**src/rtl/cpu_axi_pkg.sv**
```systemverilog
// Shared types and constants for the core's AXI read path.
package cpu_axi_pkg;

  // Read-arbiter FSM states
  typedef enum logic [2:0] {
    IDLE,
    AR_I,
    AR_D,
    R_I,
    R_D
  } RdArbState;

  // Master index carried in ARID[0]
  localparam logic MASTER_I = 1'b0;
  localparam logic MASTER_D = 1'b1;

  // AXI burst type encodings
  localparam logic [1:0] INCR = 2'b01;
  localparam logic [1:0] WRAP = 2'b10;

endpackage

```
**src/rtl/rr_arbiter2.sv**
```systemverilog
// Two-input round-robin arbiter; pointer names the preferred master and
// flips to the loser when a contended grant is taken.
module rr_arbiter2 (
  input  logic       clk,
  input  logic       rst,
  input  logic [1:0] req,
  input  logic       en,
  output logic [1:0] gnt
);

  logic ptr;

  // Grant: single requester wins outright, contention resolved by ptr
  always_comb begin
    gnt = req;
    if (req == 2'b11) begin
      gnt = ptr ? 2'b10 : 2'b01;
    end
  end

  // Pointer moves to the loser only when a contended grant is taken
  always_ff @(posedge clk or posedge rst) begin
    if (rst) begin
      ptr <= 1'b1;
    end else if (en && (req == 2'b11)) begin
      ptr <= ~ptr;
    end
  end

endmodule

```
**src/rtl/axi_rd_arbiter.sv**
```systemverilog
// Shares one AXI AR/R channel between the ICache (master 0) and DCache
// (master 1). One burst outstanding at a time; grant held until the last
// R beat. Beats are counted against ARLEN and protocol slips set a sticky err.
module axi_rd_arbiter #(
  parameter int unsigned ADDR_W = 32,
  parameter int unsigned DATA_W = 32,
  parameter int unsigned LEN_W  = 8,
  parameter int unsigned ID_W   = 4
) (
  input  logic              clk,
  input  logic              rst,
  // ICache master
  input  logic              i_arvalid,
  input  logic [ADDR_W-1:0] i_araddr,
  input  logic [LEN_W-1:0]  i_arlen,
  input  logic [2:0]        i_arsize,
  input  logic [1:0]        i_arburst,
  output logic              i_arready,
  output logic              i_rvalid,
  output logic [DATA_W-1:0] i_rdata,
  output logic              i_rlast,
  output logic [1:0]        i_rresp,
  input  logic              i_rready,
  // DCache master
  input  logic              d_arvalid,
  input  logic [ADDR_W-1:0] d_araddr,
  input  logic [LEN_W-1:0]  d_arlen,
  input  logic [2:0]        d_arsize,
  input  logic [1:0]        d_arburst,
  output logic              d_arready,
  output logic              d_rvalid,
  output logic [DATA_W-1:0] d_rdata,
  output logic              d_rlast,
  output logic [1:0]        d_rresp,
  input  logic              d_rready,
  // AXI master side
  output logic              arvalid,
  output logic [ID_W-1:0]   arid,
  output logic [ADDR_W-1:0] araddr,
  output logic [LEN_W-1:0]  arlen,
  output logic [2:0]        arsize,
  output logic [1:0]        arburst,
  input  logic              arready,
  input  logic              rvalid,
  input  logic [ID_W-1:0]   rid,
  input  logic [DATA_W-1:0] rdata,
  input  logic              rlast,
  input  logic [1:0]        rresp,
  output logic              rready,
  // Status
  output logic              busy,
  output logic              err
);

  import cpu_axi_pkg::*;

  RdArbState         state;
  logic [LEN_W-1:0]  len_q;
  logic [LEN_W:0]    beat_cnt;  // one extra bit so overrun never wraps to len_q
  logic              err_q;
  logic              arvalid_q;
  logic [ID_W-1:0]   arid_q;
  logic [ADDR_W-1:0] araddr_q;
  logic [LEN_W-1:0]  arlen_q;
  logic [2:0]        arsize_q;
  logic [1:0]        arburst_q;

  logic [1:0]        gnt;
  logic              cur_m;
  logic              r_hs;
  logic              last_expected;

  // Only rid[0] carries routing information
  logic              unused_rid;
  assign unused_rid = ^rid;

  rr_arbiter2 u_rr (
    .clk (clk),
    .rst (rst),
    .req ({d_arvalid, i_arvalid}),
    .en  (state == IDLE),
    .gnt (gnt)
  );

  // Routing and handshake decode from the registered state
  always_comb begin
    cur_m         = (state == AR_D) || (state == R_D);
    rready        = ((state == R_I) && i_rready) || ((state == R_D) && d_rready);
    r_hs          = rvalid && rready;
    last_expected = (beat_cnt == {1'b0, len_q});
    i_arready     = (state == AR_I) && arready;
    d_arready     = (state == AR_D) && arready;
    i_rvalid      = (state == R_I) && rvalid;
    d_rvalid      = (state == R_D) && rvalid;
    i_rdata       = rdata;
    d_rdata       = rdata;
    i_rlast       = rlast;
    d_rlast       = rlast;
    i_rresp       = rresp;
    d_rresp       = rresp;
  end

  assign arvalid = arvalid_q;
  assign arid    = arid_q;
  assign araddr  = araddr_q;
  assign arlen   = arlen_q;
  assign arsize  = arsize_q;
  assign arburst = arburst_q;
  assign busy    = (state != IDLE);
  assign err     = err_q;

  // Arbitration FSM with registered AR payload, beat counting and error flag
  always_ff @(posedge clk or posedge rst) begin
    if (rst) begin
      state     <= IDLE;
      len_q     <= '0;
      beat_cnt  <= '0;
      err_q     <= 1'b0;
      arvalid_q <= 1'b0;
      arid_q    <= '0;
      araddr_q  <= '0;
      arlen_q   <= '0;
      arsize_q  <= '0;
      arburst_q <= '0;
    end else begin
      unique case (state)
        IDLE: begin
          if (gnt[0]) begin
            state     <= AR_I;
            arvalid_q <= 1'b1;
            arid_q    <= ID_W'(MASTER_I);
            araddr_q  <= i_araddr;
            arlen_q   <= i_arlen;
            arsize_q  <= i_arsize;
            arburst_q <= i_arburst;
          end else if (gnt[1]) begin
            state     <= AR_D;
            arvalid_q <= 1'b1;
            arid_q    <= ID_W'(MASTER_D);
            araddr_q  <= d_araddr;
            arlen_q   <= d_arlen;
            arsize_q  <= d_arsize;
            arburst_q <= d_arburst;
          end
        end
        AR_I, AR_D: begin
          // Track the live payload while it is valid; hold the last one if withdrawn
          if (cur_m ? d_arvalid : i_arvalid) begin
            araddr_q  <= cur_m ? d_araddr  : i_araddr;
            arlen_q   <= cur_m ? d_arlen   : i_arlen;
            arsize_q  <= cur_m ? d_arsize  : i_arsize;
            arburst_q <= cur_m ? d_arburst : i_arburst;
          end else begin
            err_q <= 1'b1;
          end
          if (arready) begin
            arvalid_q <= 1'b0;
            len_q     <= arlen_q;
            beat_cnt  <= '0;
            state     <= cur_m ? R_D : R_I;
          end
        end
        R_I, R_D: begin
          if (rvalid && (rid[0] != cur_m)) begin
            err_q <= 1'b1;
          end
          if (r_hs) begin
            if (!(&beat_cnt)) begin
              beat_cnt <= beat_cnt + (LEN_W+1)'(1);
            end
            if (rlast) begin
              state <= IDLE;
              if (!last_expected) err_q <= 1'b1;
            end else if (last_expected) begin
              err_q <= 1'b1;
            end
          end
        end
        default: state <= IDLE;
      endcase
    end
  end

endmodule

```
**config.mk**
```make
export PLATFORM = sky130hd
export DESIGN_NAME = axi_rd_arbiter
export DESIGN_NICKNAME = d
export VERILOG_FILES = /design/src/rtl/cpu_axi_pkg.sv /design/src/rtl/rr_arbiter2.sv /design/src/rtl/axi_rd_arbiter.sv
export SDC_FILE = /design/constraint.sdc
export NUM_CORES = 1
export LEC_CHECK = 0
export CAP_MARGIN = 20
export CORE_UTILIZATION = 37
export CTS_BUF_LIST = sky130_fd_sc_hd__clkbuf_8
export DETAILED_ROUTE_END_ITERATION = 8
export PLACE_DENSITY = 0.92
export SETUP_SLACK_MARGIN = 0.5
export SYNTH_ARGS = -nofsm -noshare
export SYNTH_HDL_FRONTEND = slang
export SYNTH_HIERARCHICAL = 1
export SYNTH_SLANG_ARGS = --single-unit
```
**constraint.sdc**
```tcl
create_clock -name clk -period 2.7 [get_ports clk]
set_input_delay 0.405 -clock clk [delete_from_list [all_inputs] [get_ports clk]]
set_output_delay 0.405 -clock clk [all_outputs]
set_load 0.03 [all_outputs]
```
# Word-level counts from Yosys, hierarchy flattened
# Cells that the tools add are included.
classes:
  n_addsub: 1
  n_eq_ne: 14
  mux: 47
  bitwise_logic: 1
  reduce_logical: 26
op_table:
  columns: ["cell", "n"]
  rows:
  - ["$mux 32", 4]
  - ["$pmux 32 s2", 1]
  - ["$mux 8", 4]
  - ["$mux 3", 10]
  - ["$mux 9", 3]
  - ["$pmux 9 s2", 1]
  - ["$pmux 8 s2", 1]
  - ["$mux 2", 6]
  - ["$ne 2x2->1 const B", 6]
  - ["$mux 1", 10]
  - ["$add 9x1->9 const B", 1]
  - ["$eq 9x8->1", 1]
  - ["$logic_and 1x1->1", 9]
  - ["$pmux 3 s3", 1]
  - ["$reduce_and 9->1", 1]
  - ["$mux 4", 2]
  - ["$reduce_and 4->1", 2]
  - ["$eq 3x2->1 const B", 2]
  - ["$pmux 3 s2", 1]
  - ["$reduce_and 2->1", 3]
  - ["$reduce_and 3->1", 2]
  - ["$reduce_bool 2->1", 3]
  - ["$pmux 1 s2", 2]
  - ["$pmux 2 s2", 1]
  - ["other kinds (10)", 12]
word_totals:
  reg_bits: 72
  inputBits: 137
  out_inout_bits: 127
  elab_cells: 100

# Logic depth before layout (Yosys ltp)
# Gate-level depths: netlist of the first run.
depth:
  ltp_word: 9
  depth_mapped: 10
  ltp_nobuf: 10

# Cells and area by module
# The synthesis of the first run kept the hierarchy.
modules_own_cells:
  columns: ["mod", "instances", "cells_each", "area_per_inst_um2", "seq_area_each_um2"]
  rows:
  - ["axi_rd_arbiter", 1, 413, 3915.0, 1701.6]
  - ["rr_arbiter2", 1, 7, 62.6, 26.3]

# Least setup slack after synthesis of the first run
# OpenSTA, ideal clock, no wires.
synth_timing:
  path_kind: "reg-to-reg"
  from: "reg beat_cnt[0]"
  to: "reg beat_cnt[0]"
  setup_time_ns: 0.125
  arrival_ns: 2.200
  t_required_ns: 2.575
  path_slack_ns: 0.376
  stages_incl_launch_ff: 10
  n_path_buf: 0
  synth_period_minus_slack_ns: 2.324
  cell_sequence: "dfrtp_1 ha_1 and3_1 and3_1 and3_1 ha_1 nand2b_1 a21oi_1 nor2_1 mux2_2"
synth_between:
  elab_chain_len: 4
  word_cells_on_any_way: 7
  classes_between: "add/sub (1); eq/ne (1); mux (3); reduce/logical (2)"
synth_rtl:
  columns: ["item", "line_no", "source"]
  rows:
  - ["start, declared", "axi_rd_arbiter.sv:59", "logic [LEN_W:0] beat_cnt;"]
  - ["start signal, assigned", "axi_rd_arbiter.sv:169", "beat_cnt <= beat_cnt + (LEN_W+1)'(1);"]
  - ["$add 9x1->9", "axi_rd_arbiter.sv:169", null]
  - ["$mux 9", "axi_rd_arbiter.sv:168", "if (!(&beat_cnt)) begin"]
  - ["$mux 9", "axi_rd_arbiter.sv:167", "if (r_hs) begin"]
  - ["$pmux 9 s2", "axi_rd_arbiter.sv:126", "unique case (state)"]
# Several ways; a longest one is shown, not always the timed one. The select of a mux whose other input is x is not followed.
# A chain may end at the register's enable or synchronous reset.

# Worst setup path after layout of the first run
layout_timing:
  from: "reg beat_cnt[0]"
  to: "reg beat_cnt[4]"
# The elaborated chain is that of the path after synthesis.

==> results of run 1 <==
synth_stat cells (4+ instances only):
cell type  number  area [um2]
buf_4          73         548
dfrtp_1        68        1700
nor2_1         62         233
a21oi_1        54         270
mux2i_1        45         450
buf_2          17        85.1
nand2_1        12        45.0
o21ai_0        12        60.1
mux2_2          9         101
xnor2_1         9        78.8
and3_1          6        37.5
inv_1           6        22.5
nand2b_1        6        37.5
nand3_1         5        25.0
nor2b_1         5        31.3
xor2_1          4        35.0
critical path, stage by stage, from the launching register on:
cell and delay [ps]:
dfrtp_1 430, ha_4 190, and3_4 180, and3_4 190, and3_4 180, ha_4 150, nand2b_4 140, a21oi_4 200
buf_6 150, nand2_1 70, xor2_1 150, nor2_1 140
layout make-up:
class                           instances  area (um2)  area share, %
Inverter                                6        22.5          0.402
Clock buffer                            9         124           2.21
Clock inverter                          7        97.6           1.74
Tap cell                              136         170           3.03
Timing Repair Buffer                  174        1750           31.3
Multi-Input combinational cell        255        1710           30.5
Sequential cell                        69        1730           30.9
placed cells by master, fill, tap and decap left out, drive strengths merged, types with 2 or more instances in the layout:
| cell type | synthesis | layout |
|---|---|---|
| clkdlybuf4s50 | 0 | 149 |
| dfrtp | 68 | 68 |
| nor2 | 62 | 62 |
| a21oi | 55 | 55 |
| mux2i | 45 | 45 |
| buf | 90 | 18 |
| nand2 | 12 | 12 |
| o21ai | 12 | 12 |
| clkbuf | 2 | 11 |
| xnor2 | 9 | 9 |
| mux2 | 9 | 9 |
| inv | 6 | 7 |
| nand2b | 6 | 6 |
| and3 | 6 | 6 |
| nor2b | 5 | 5 |
| nand3 | 5 | 5 |
| dlygate4sd2 | 0 | 5 |
| xor2 | 4 | 4 |
| a21boi | 3 | 3 |
| conb | 1 | 3 |
| nor3 | 3 | 3 |
| a211oi | 2 | 2 |
| nor4 | 2 | 2 |
| ha | 2 | 2 |
| clkinvlp | 0 | 2 |
| bufinv | 0 | 2 |
| clkinv | 0 | 2 |
power by group through the flow:
stage          registers [mW]  clock network [mW]  logic (mW)
3_5_place_dp             1.85                   0        3.47
6_report                 1.85               0.948        3.60
5_1_grt                  1.91                1.02        3.85
4_1_cts                  1.84               0.964        3.50
2_1_floorplan            2.43                   0        1.74
3_3_place_gp             1.83                   0        3.38
how the worst max path moves through the flow:
stage,from,endpoint,slack [ps],cells after the start
2_1_floorplan,beat_cnt[0],beat_cnt[0],510,9
3_3_place_gp,i_arvalid,araddr[13],340,8
3_5_place_dp,beat_cnt[0],beat_cnt[6],240,10
4_1_cts,state[1],rready,460,3
5_1_grt,beat_cnt[0],beat_cnt[4],390,11
6_report,beat_cnt[0],beat_cnt[4],460,11
kinds of logic after synthesis:
group,Yosys count,synth area share [%]
xor+xnor,13,2.86
flops,69,43.4
other cells,1,0.0943
fa+ha+maj,2,0.629
mux,54,13.9
compound gates,76,10.3
buf+inv,98,16.7
simple gates,107,12.1
layer usage:
| metal | routed length (um) | vias to the layer above |
|---|---|---|
| met5 | 0 | - |
| met4 | 335 | 0 |
| met3 | 747 | 44 |
| met2 | 5670 | 156 |
| met1 | 3930 | 1562 |
| li1 | - | 1536 |
flip-flops by register name, indices dropped and copies added (netlist names):
| name | count |
|---|---|
| araddr | 32 |
| arburst | 2 |
| arid | 1 |
| arlen | 8 |
| arsize | 3 |
| arvalid | 1 |
| beat_cnt | 9 |
| err | 1 |
| len_q | 8 |
| state | 3 |
| u_rr/ptr | 1 |
repair_timing:
action	4_1_cts	5_1_grt
setup buffers	4	4
cloned	0	1
pin swaps	4	5
endpoints found under the setup margin	15	11
resized for setup	19	17
metrics by stage:
stage	instances	power (mW)	hold slack [ps]	worst slack, ps
detailed placement	631	5.32	495	242
global placement	631	5.20	486	339
global route	656	6.78	443	386
floorplan	422	4.16	295	513
finish	656	6.39	420	461
CTS	651	6.31	408	459
==> reports/results.ini, run 1 <==
[clock_network]
clk_path_buf_depth=2
root_buffer=clkbuf_8
cts_made_buffers=9
h-tree-depth=3
cts_tree=built
cts.clk_slew.worst_paths_ps=90
cts_sinks=69
clk_latency_ps=340
cts_hold_buf=0

[timing]
slew_headroom_pct=54.4
setup_tns_ps=0
fin_skew_ps=15.2
fin_crit_sh_pct=82.9
hold_viol_final=0
worst_pin_slew_ps=678
slew_viol_final=0
setup_viol=0
rsz0062_at_grt=yes
fmax_ghz=0.447
layout_min_cycle_time_ps=2240

[setup_path]
cp.arrival_ps=2510
rr_startpoint=beat_cnt[0]
crit_type=register to register
reg2reg_slack_ps=460
cp-end-kind=register
r2r_cells=11
start_kind=register
worstPathMaxFanout=4
reg2reg_to=beat_cnt[4]
cp.required_ps=2970

[floorplanning]
start_util_pct=38.4
die_h_um=106
core_um2=10400
die_w_um=106
boundaryPins=264
die-area_um2=11200
rows=37

[layout]
syn2layout_area_growth_pct=41.0
fillers=914
drive_gt1_share_pct=12.9
utilization_pct=54.1
diodes=0
nets=654
fin_area_um2=5610

[pwr]
irDropWorstVdd_mv=0.591
p_leak_nw=2.34
p_int_mw=3.64
power_frac_seq_pct=28.9
power.switching_mw=2.75
power_density_nw_per_um2=1140
clkPwrFrac_pct=14.8
combPwrFrac_pct=56.3
swShare_pct=43.0

[place]
post-dp-hpwl_um=7750
placed_area_um2=5200
globalplace.congestion=0.810
port_buffers=155

[global_routing]
grt_pass1_vias=3467
grtUsageTotal_pct=18.5
top_usage_layer=met2
gr-usage-met3_pct=4.64
met1_usage_pct=19.6
antenna_found_initial=0
grt.overflow.total=0
grt_max_degree=55
met2_usage_pct=33.7
grt_pass1_wl_um=16400

[synthesis]
avgSynthCellArea_um2=9.47
postSynthCellCount=420
synthFlopType=dfrtp_1
ys_ff_latch=69
yosysWarnings=6
synth_seq_area_share_pct=43.4
synth_cell_types=35
synth_edf_count=0
async_flop_share_pct=100
syn_area_um2=3980

[drt]
wl_per_cell_um=16.3
viasPerCell=5.03
vias=3298
finalWirelength_um=10700
detail-route-antenna-nets=0
drc=0
first_pass_iters=4
drt_iter0_markers=82

[outcome]
status=finished, final reports clean

[run]
drv_cap=0

[hold_path]
min_path_type=primary input to async pin

Power figures use the tool's default switching activity.
==> run 2: changes to the inputs <==
CORE_UTILIZATION = 34   (was 37)
PLACE_DENSITY = 0.89   (was 0.92)
clock period = 1.95 ns   (was 2.7 ns; I/O delays follow)
==> reports/results.ini, run 2 (synthesis gave the netlist of run 1 again) <==
[outcome]
status=finished with violations  ; was finished, final reports clean
violations=setup timing

[timing]
rsz0062_at_grt=yes  ; unchanged
setup_viol=52  ; was 0
fmax_ghz=0.462  ; was 0.447 GHz
fin_ws_ps=-213  ; was 461 ps
hold_viol_final=0  ; unchanged
layout_min_cycle_time_ps=2160  ; was 2240 ps
fin_crit_sh_pct=111  ; was 82.9%
slew_viol_final=0  ; unchanged
fin_skew_ps=7.00  ; was 15.2 ps

[drt]
wl_per_cell_um=19.0  ; was 16.3 um
finalWirelength_um=14000  ; was 10,700 um
viasPerCell=5.09  ; was 5.03
first_pass_iters=4  ; unchanged
vias=3744  ; was 3,298
drt_iter0_markers=128  ; was 82
detail-route-antenna-nets=0  ; unchanged
drc=0  ; unchanged

[place]
post-dp-hpwl_um=7900  ; was 7750 um
globalplace.congestion=0.838  ; was 0.810
port_buffers=155  ; unchanged

[layout]
largest_reg_flops=32  ; unchanged
drive_gt1_share_pct=43.2  ; was 12.9%
final_cell_mix=99 x clkdlybuf4s50_1, 65 x dfrtp_1, 46 x nor2_1  ; was 149 x clkdlybuf4s50_1, 65 x dfrtp_1, 60 x nor2_1
nets=727  ; was 654
utilization_pct=62.1  ; was 54.1%
diodes=0  ; unchanged
final_common_cell=clkdlybuf4s50_1  ; unchanged
syn2layout_area_growth_pct=78.1  ; was 41.0%

[setup_path]
cp_common_cell=and3_4  ; unchanged
slowest_stage=dfrtp_1  ; unchanged
cp.arrival_ps=2400  ; was 2510 ps
cpPeakStageDelay_ps=390  ; was 430 ps
crit_type=register to register  ; unchanged
worstPathMaxFanout=6  ; was 4
path_cells=ha_2 -> and3_4 -> and3_4 -> and3_4 -> ha_4 -> nand2b_4 -> a21oi_4 -> buf_6 -> nor2_4 -> mux2_4  ; was ha_4 -> and3_4 -> and3_4 -> and3_4 -> ha_4 -> nand2b_4 -> a21oi_4 -> buf_6 -> nand2_1 -> xor2_1 -> nor2_1
start_kind=register  ; unchanged
cp-end-kind=register  ; unchanged
cp.required_ps=2190  ; was 2970 ps

[global_routing]
top_usage_layer=met2  ; unchanged
grt_pass1_wl_um=19300  ; was 16,400 um
gr-usage-met3_pct=6.35  ; was 4.64%
grt.overflow.total=0  ; unchanged
met2_usage_pct=38.6  ; was 33.7%
grtUsageTotal_pct=21.4  ; was 18.5%
grt_pass1_vias=3843  ; was 3,467
grt_max_degree=63  ; was 55
antenna_found_initial=0  ; unchanged
met1_usage_pct=22.1  ; was 19.6%

[floorplanning]
die-area_um2=12100  ; was 11,200 um2
rows=39  ; was 37
die_w_um=110  ; was 106 um
start_util_pct=34.8  ; was 38.4%
boundaryPins=264  ; unchanged
die_h_um=110  ; was 106 um
core_um2=11400  ; was 10,400 um2

[pwr]
clkPwrFrac_pct=12.1  ; was 14.8%
power_density_nw_per_um2=1710  ; was 1140 nW/um2
power_frac_seq_pct=21.1  ; was 28.9%
p_leak_nw=2.98  ; was 2.34 nW
swShare_pct=42.0  ; was 43.0%
p_int_mw=7.03  ; was 3.64 mW
irDropWorstVdd_mv=1.05  ; was 0.591 mV
power.switching_mw=5.10  ; was 2.75 mW
p_total_mw=12.1  ; was 6.39 mW
combPwrFrac_pct=66.7  ; was 56.3%

[clock_network]
clk_path_buf_depth=2  ; unchanged
cts_sinks=69  ; unchanged
cts_tree=built  ; unchanged
root_buffer=clkbuf_8  ; unchanged
cts_made_buffers=9  ; unchanged
h-tree-depth=3  ; unchanged
clk_latency_ps=350  ; was 340 ps
cts.clk_slew.worst_paths_ps=80  ; was 90 ps

[hold_path]
min_path_type=primary input to async pin  ; unchanged

[run]
drv_cap=0  ; unchanged

==> run 2: cell types whose count changed in the layout (fill, tap and decap cells not counted), sizes merged, moves of 2 or more <==
cell / change
clkdlybuf4s15: +18
buf: +77
inv: -2
clkdlybuf4s50: -50
dlygate4sd2: +13
clkbuf: +16
==> run 2: area by class of cell <==
class,count,area (um2)
fill,865,4330
timing repair buffer,247,2690
multi-input combinational,255,2210
sequential,69,1730
tap,143,179
clock buffer,10,138
clock inverter,6,110
inverter,6,26.3
==> run 2: layer usage <==
| metal | wire length (um) | share of wire (%) |
|---|---|---|
| met4 | 610 | 4.4 |
| met5 | 0 | 0 |
| met1 | 4910 | 35 |
| met2 | 7610 | 54 |
| met3 | 861 | 6.2 |
==> run 2: path summary, 6_finish.rpt <==
| path | cells past startpoint | endpoint | slack, ps | start |
|---|---|---|---|---|
| max | 10 | beat_cnt[0] | -210 | beat_cnt[0] |
| min | 2 | arid[0] | 250 | rst |
| max reg2reg | 10 | beat_cnt[0] | -210 | beat_cnt[0] |
| min reg2reg | 2 | arsize[2] | 520 | arsize[2] |
| max in group asynchronous | 3 | araddr[1] | 1120 | rst |
| min in group clk | 2 | arsize[2] | 520 | arsize[2] |
==> run 2: per-stage QoR <==
stage / hold WS [ps] / setup slack (ps) / setup TNS (ps) / std cells / instance area [um2]
after floorplan: 182 / -93.1 / -266 / 422 / 4130
after global placement: 494 / -223 / -9380 / 662 / 5500
after detailed placement: 500 / -323 / -12980 / 662 / 5500
after CTS: 237 / -166 / -5580 / 715 / 6440
after global routing: 256 / -267 / -8220 / 736 / 7090
final: 249 / -213 / -4600 / 736 / 7090
==> run 2: timing repair <==
action                     CTS  global route
hold buffers                 0             0
gates cloned                 9             6
buffers inserted            28            15
setup endpoints to repair  122            98
pin swaps                   10            17
resized for setup          158           134
==> run 2: critical path, delay by kind of cell (launching register included) <==
family | cells | cell delay [ps]
fa+ha+maj | 2 | 330
flops | 1 | 390
mux | 1 | 250
simple gates | 5 | 700
buf+inv | 1 | 140
compound gates | 1 | 230
==> run 2: power groups by stage <==
stage	clock network, mW	registers [mW]	logic [mW]
3_3_place_gp	0	2.49	5.12
2_1_floorplan	0	3.36	2.59
3_5_place_dp	0	2.52	5.27
4_1_cts	1.49	2.49	6.70
5_1_grt	1.55	2.63	8.50
6_report	1.47	2.56	8.10
==> run 3: changes to the inputs <==
ABC_AREA = 1   (was not set)
CORE_MARGIN = 4   (was not set)
CORE_UTILIZATION = 36   (was 34)
==> reports/results.ini, run 3 <==
[floorplanning]
boundaryPins=264  ; unchanged
core_um2=12200  ; was 11,400 um2
start_util_pct=37.3  ; was 34.8%
die_h_um=120  ; was 110 um
rows=40  ; was 39
die-area_um2=14500  ; was 12,100 um2
die_w_um=120  ; was 110 um

[layout]
diodes=0  ; unchanged
final_cells=903  ; was 736
largest_reg_flops=32  ; unchanged
utilization_pct=58.7  ; was 62.1%
drive_gt1_share_pct=30.6  ; was 43.2%
nets=869  ; was 727
fillers=972  ; was 865
final_cell_mix=98 x clkdlybuf4s50_1, 76 x nand2_1, 65 x dfrtp_1  ; was 99 x clkdlybuf4s50_1, 65 x dfrtp_1, 46 x nor2_1
syn2layout_area_growth_pct=57.4  ; was 78.1%
fin_area_um2=7140  ; was 7090 um2
final_common_cell=clkdlybuf4s50_1  ; unchanged

[place]
place_inst=850  ; was 662
globalplace.congestion=0.869  ; was 0.838
port_buffers=155  ; unchanged
placed_area_um2=6070  ; was 5500 um2
dp_slack_ps=-199  ; was -323 ps
post-dp-hpwl_um=10100  ; was 7900 um

[drt]
drt_iter0_markers=248  ; was 128
viasPerCell=5.25  ; was 5.09
finalWirelength_um=16300  ; was 14,000 um
detail-route-antenna-nets=0  ; unchanged
wl_per_cell_um=18.0  ; was 19.0 um
drc=0  ; unchanged
vias=4739  ; was 3,744
first_pass_iters=6  ; was 4

[setup_path]
cp-startpoint=state[1]  ; was beat_cnt[0]
cpPeakStageDelay_ps=480  ; was 390 ps
cp_num_buf_inv=4  ; was 1
worstPathMaxFanout=8  ; was 6
crit_type=register to register  ; unchanged
path_cells=nor2_4 -> nand2_4 -> o22ai_4 -> nor2_4 -> buf_12 -> buf_6 -> buf_8 -> buf_16 -> nand3_2 -> nand2_1  ; was ha_2 -> and3_4 -> and3_4 -> and3_4 -> ha_4 -> nand2b_4 -> a21oi_4 -> buf_6 -> nor2_4 -> mux2_4
cp_common_cell=nor2_4  ; was and3_4
rr_startpoint=state[1]  ; was beat_cnt[0]
slowest_stage=dfrtp_2  ; was dfrtp_1
crit_family=buffers and inverters  ; was simple AND/OR/NAND/NOR gates
cp.required_ps=2190  ; about the same
start_kind=register  ; unchanged
cp-end-kind=register  ; unchanged
cp.arrival_ps=2100  ; was 2400 ps

[global_routing]
antenna_found_initial=1  ; was 0
grt_pass1_wl_um=23000  ; was 19,300 um
grt.overflow.total=0  ; unchanged
gr-usage-met3_pct=6.36  ; was 6.35%
grt_max_degree=63  ; unchanged
grtUsageTotal_pct=20.2  ; was 21.4%
met1_usage_pct=22.2  ; was 22.1%
met2_usage_pct=34.6  ; was 38.6%
grt_pass1_vias=4613  ; was 3,843
top_usage_layer=met2  ; unchanged

[synthesis]
postSynthCellCount=597  ; was 420
yosys.cell_count.top_type=nand2_1  ; was buf_4
synth_seq_area_share_pct=38.1  ; was 43.4%
synthAdderAreaFrac_pct=0.552  ; was 0.629%
synth_common_cells=81 x nand2_1, 77 x buf_4, 68 x dfrtp_1, 66 x nor2_1, 60 x inv_1  ; was 73 x buf_4, 68 x dfrtp_1, 62 x nor2_1, 54 x a21oi_1, 45 x mux2i_1
synth-simple-area-share_pct=20.0  ; was 12.1%
yosysWarnings=6  ; unchanged
synth_cell_types=39  ; was 35
synthXorXnorAreaFrac_pct=0.966  ; was 2.86%
synth_top_family_by_area=buffers and inverters  ; unchanged
synth_edf_count=0  ; unchanged
synth_mux_area_share_pct=0  ; was 13.9%
synth_area_leader_cell=dfrtp_1  ; unchanged
ys_top_cells_by_area=dfrtp_1 38%, buf_4 13%, nand2_1 6.7%  ; was dfrtp_1 43%, buf_4 14%, mux2i_1 11%
ys_ff_latch=69  ; unchanged
async_flop_share_pct=100  ; unchanged
synth-compound-area-share_pct=19.0  ; was 10.3%
syn_area_um2=4530  ; was 3980 um2
avgSynthCellArea_um2=7.60  ; was 9.47 um2
yosysTopAreaCellShare_pct=37.5  ; was 42.8%
synthFlopType=dfrtp_1  ; unchanged

[pwr]
power_density_nw_per_um2=2110  ; was 1710 nW/um2
p_leak_nw=3.11  ; was 2.98 nW
p_total_mw=15.0  ; was 12.1 mW
irDropWorstVdd_mv=1.15  ; was 1.05 mV

[timing]
fin_ws_ps=93.1  ; was -213 ps
holdWs_ps=233  ; was 249 ps
hold_viol_final=0  ; unchanged
layout_min_cycle_time_ps=1860  ; was 2160 ps
setup_tns_ps=0  ; was -4600 ps
setup_viol=0  ; was 52
fin_skew_ps=9.57  ; was 7.00 ps
rsz0062_at_grt=yes  ; unchanged
slew_viol_final=0  ; unchanged
fin_crit_sh_pct=95.2  ; was 111%
fmax_ghz=0.539  ; was 0.462 GHz

[run]
drv_cap=0  ; unchanged

[hold_path]
min_path_type=primary input to async pin  ; unchanged

[clock_network]
h-tree-depth=3  ; unchanged
root_buffer=clkbuf_8  ; unchanged
clk_latency_ps=350  ; about the same
cts_tree=built  ; unchanged
cts_sinks=69  ; unchanged
clk_path_buf_depth=2  ; unchanged
cts_made_buffers=9  ; unchanged
cts.clk_slew.worst_paths_ps=80  ; about the same

[outcome]
status=finished, final reports clean  ; was finished with violations

## run 3: per-layer routing
metal  vias up  share of wire, %
met2       261                50
met3        68               8.1
met1      2244                37
met4         2               4.8
met5         -             0.068
li1       2164                 -
## run 3: path summary, 6_finish.rpt
kind,to,slack [ps],depth (start not counted)
worst min-delay path,araddr[3],230,2
min in group clk,araddr[17],490,3
worst min register to register,arsize[0],510,2
max in group asynchronous,araddr[25],1120,3
worst max register to register,arsize[1],90,10
worst max-delay path,arsize[1],90,10
## run 3: final cells by class
| cell class | count | area [um2] | area share [%] |
|---|---|---|---|
| Multi-Input combinational cell | 364 | 2450 | 34.3 |
| Timing Repair Buffer | 222 | 2300 | 32.3 |
| Sequential cell | 69 | 1730 | 24.3 |
| Inverter | 64 | 249 | 3.49 |
| Tap cell | 168 | 210 | 2.95 |
| Clock buffer | 10 | 138 | 1.93 |
| Clock inverter | 6 | 53.8 | 0.754 |
## run 3: what timing repair did
action                                  in CTS  in global routing
endpoints found under the setup margin     122                103
cloned                                       5                  3
buffers inserted                            21                  8
pin swaps                                   11                 19
hold buffers                                 0                  0
gates resized for setup                    147                109
endpoints found under the hold margin        0                  0
## run 3: kinds of logic after synthesis
family | Yosys count
other | 1
and+or+nand+nor | 206
adders and majority gates | 2
xor gates and xnor gates | 5
DFF | 69
AOI/OAI and AO/OA | 147
buffers and inverters | 167
## run 3: where the power goes
group | switching (mW) | internal (mW) | leakage [nW]
combinational | 6.23 | 4.86 | 2.19
sequential | 0.606 | 2.15 | 0.815
clock | 0.578 | 0.613 | 0.107
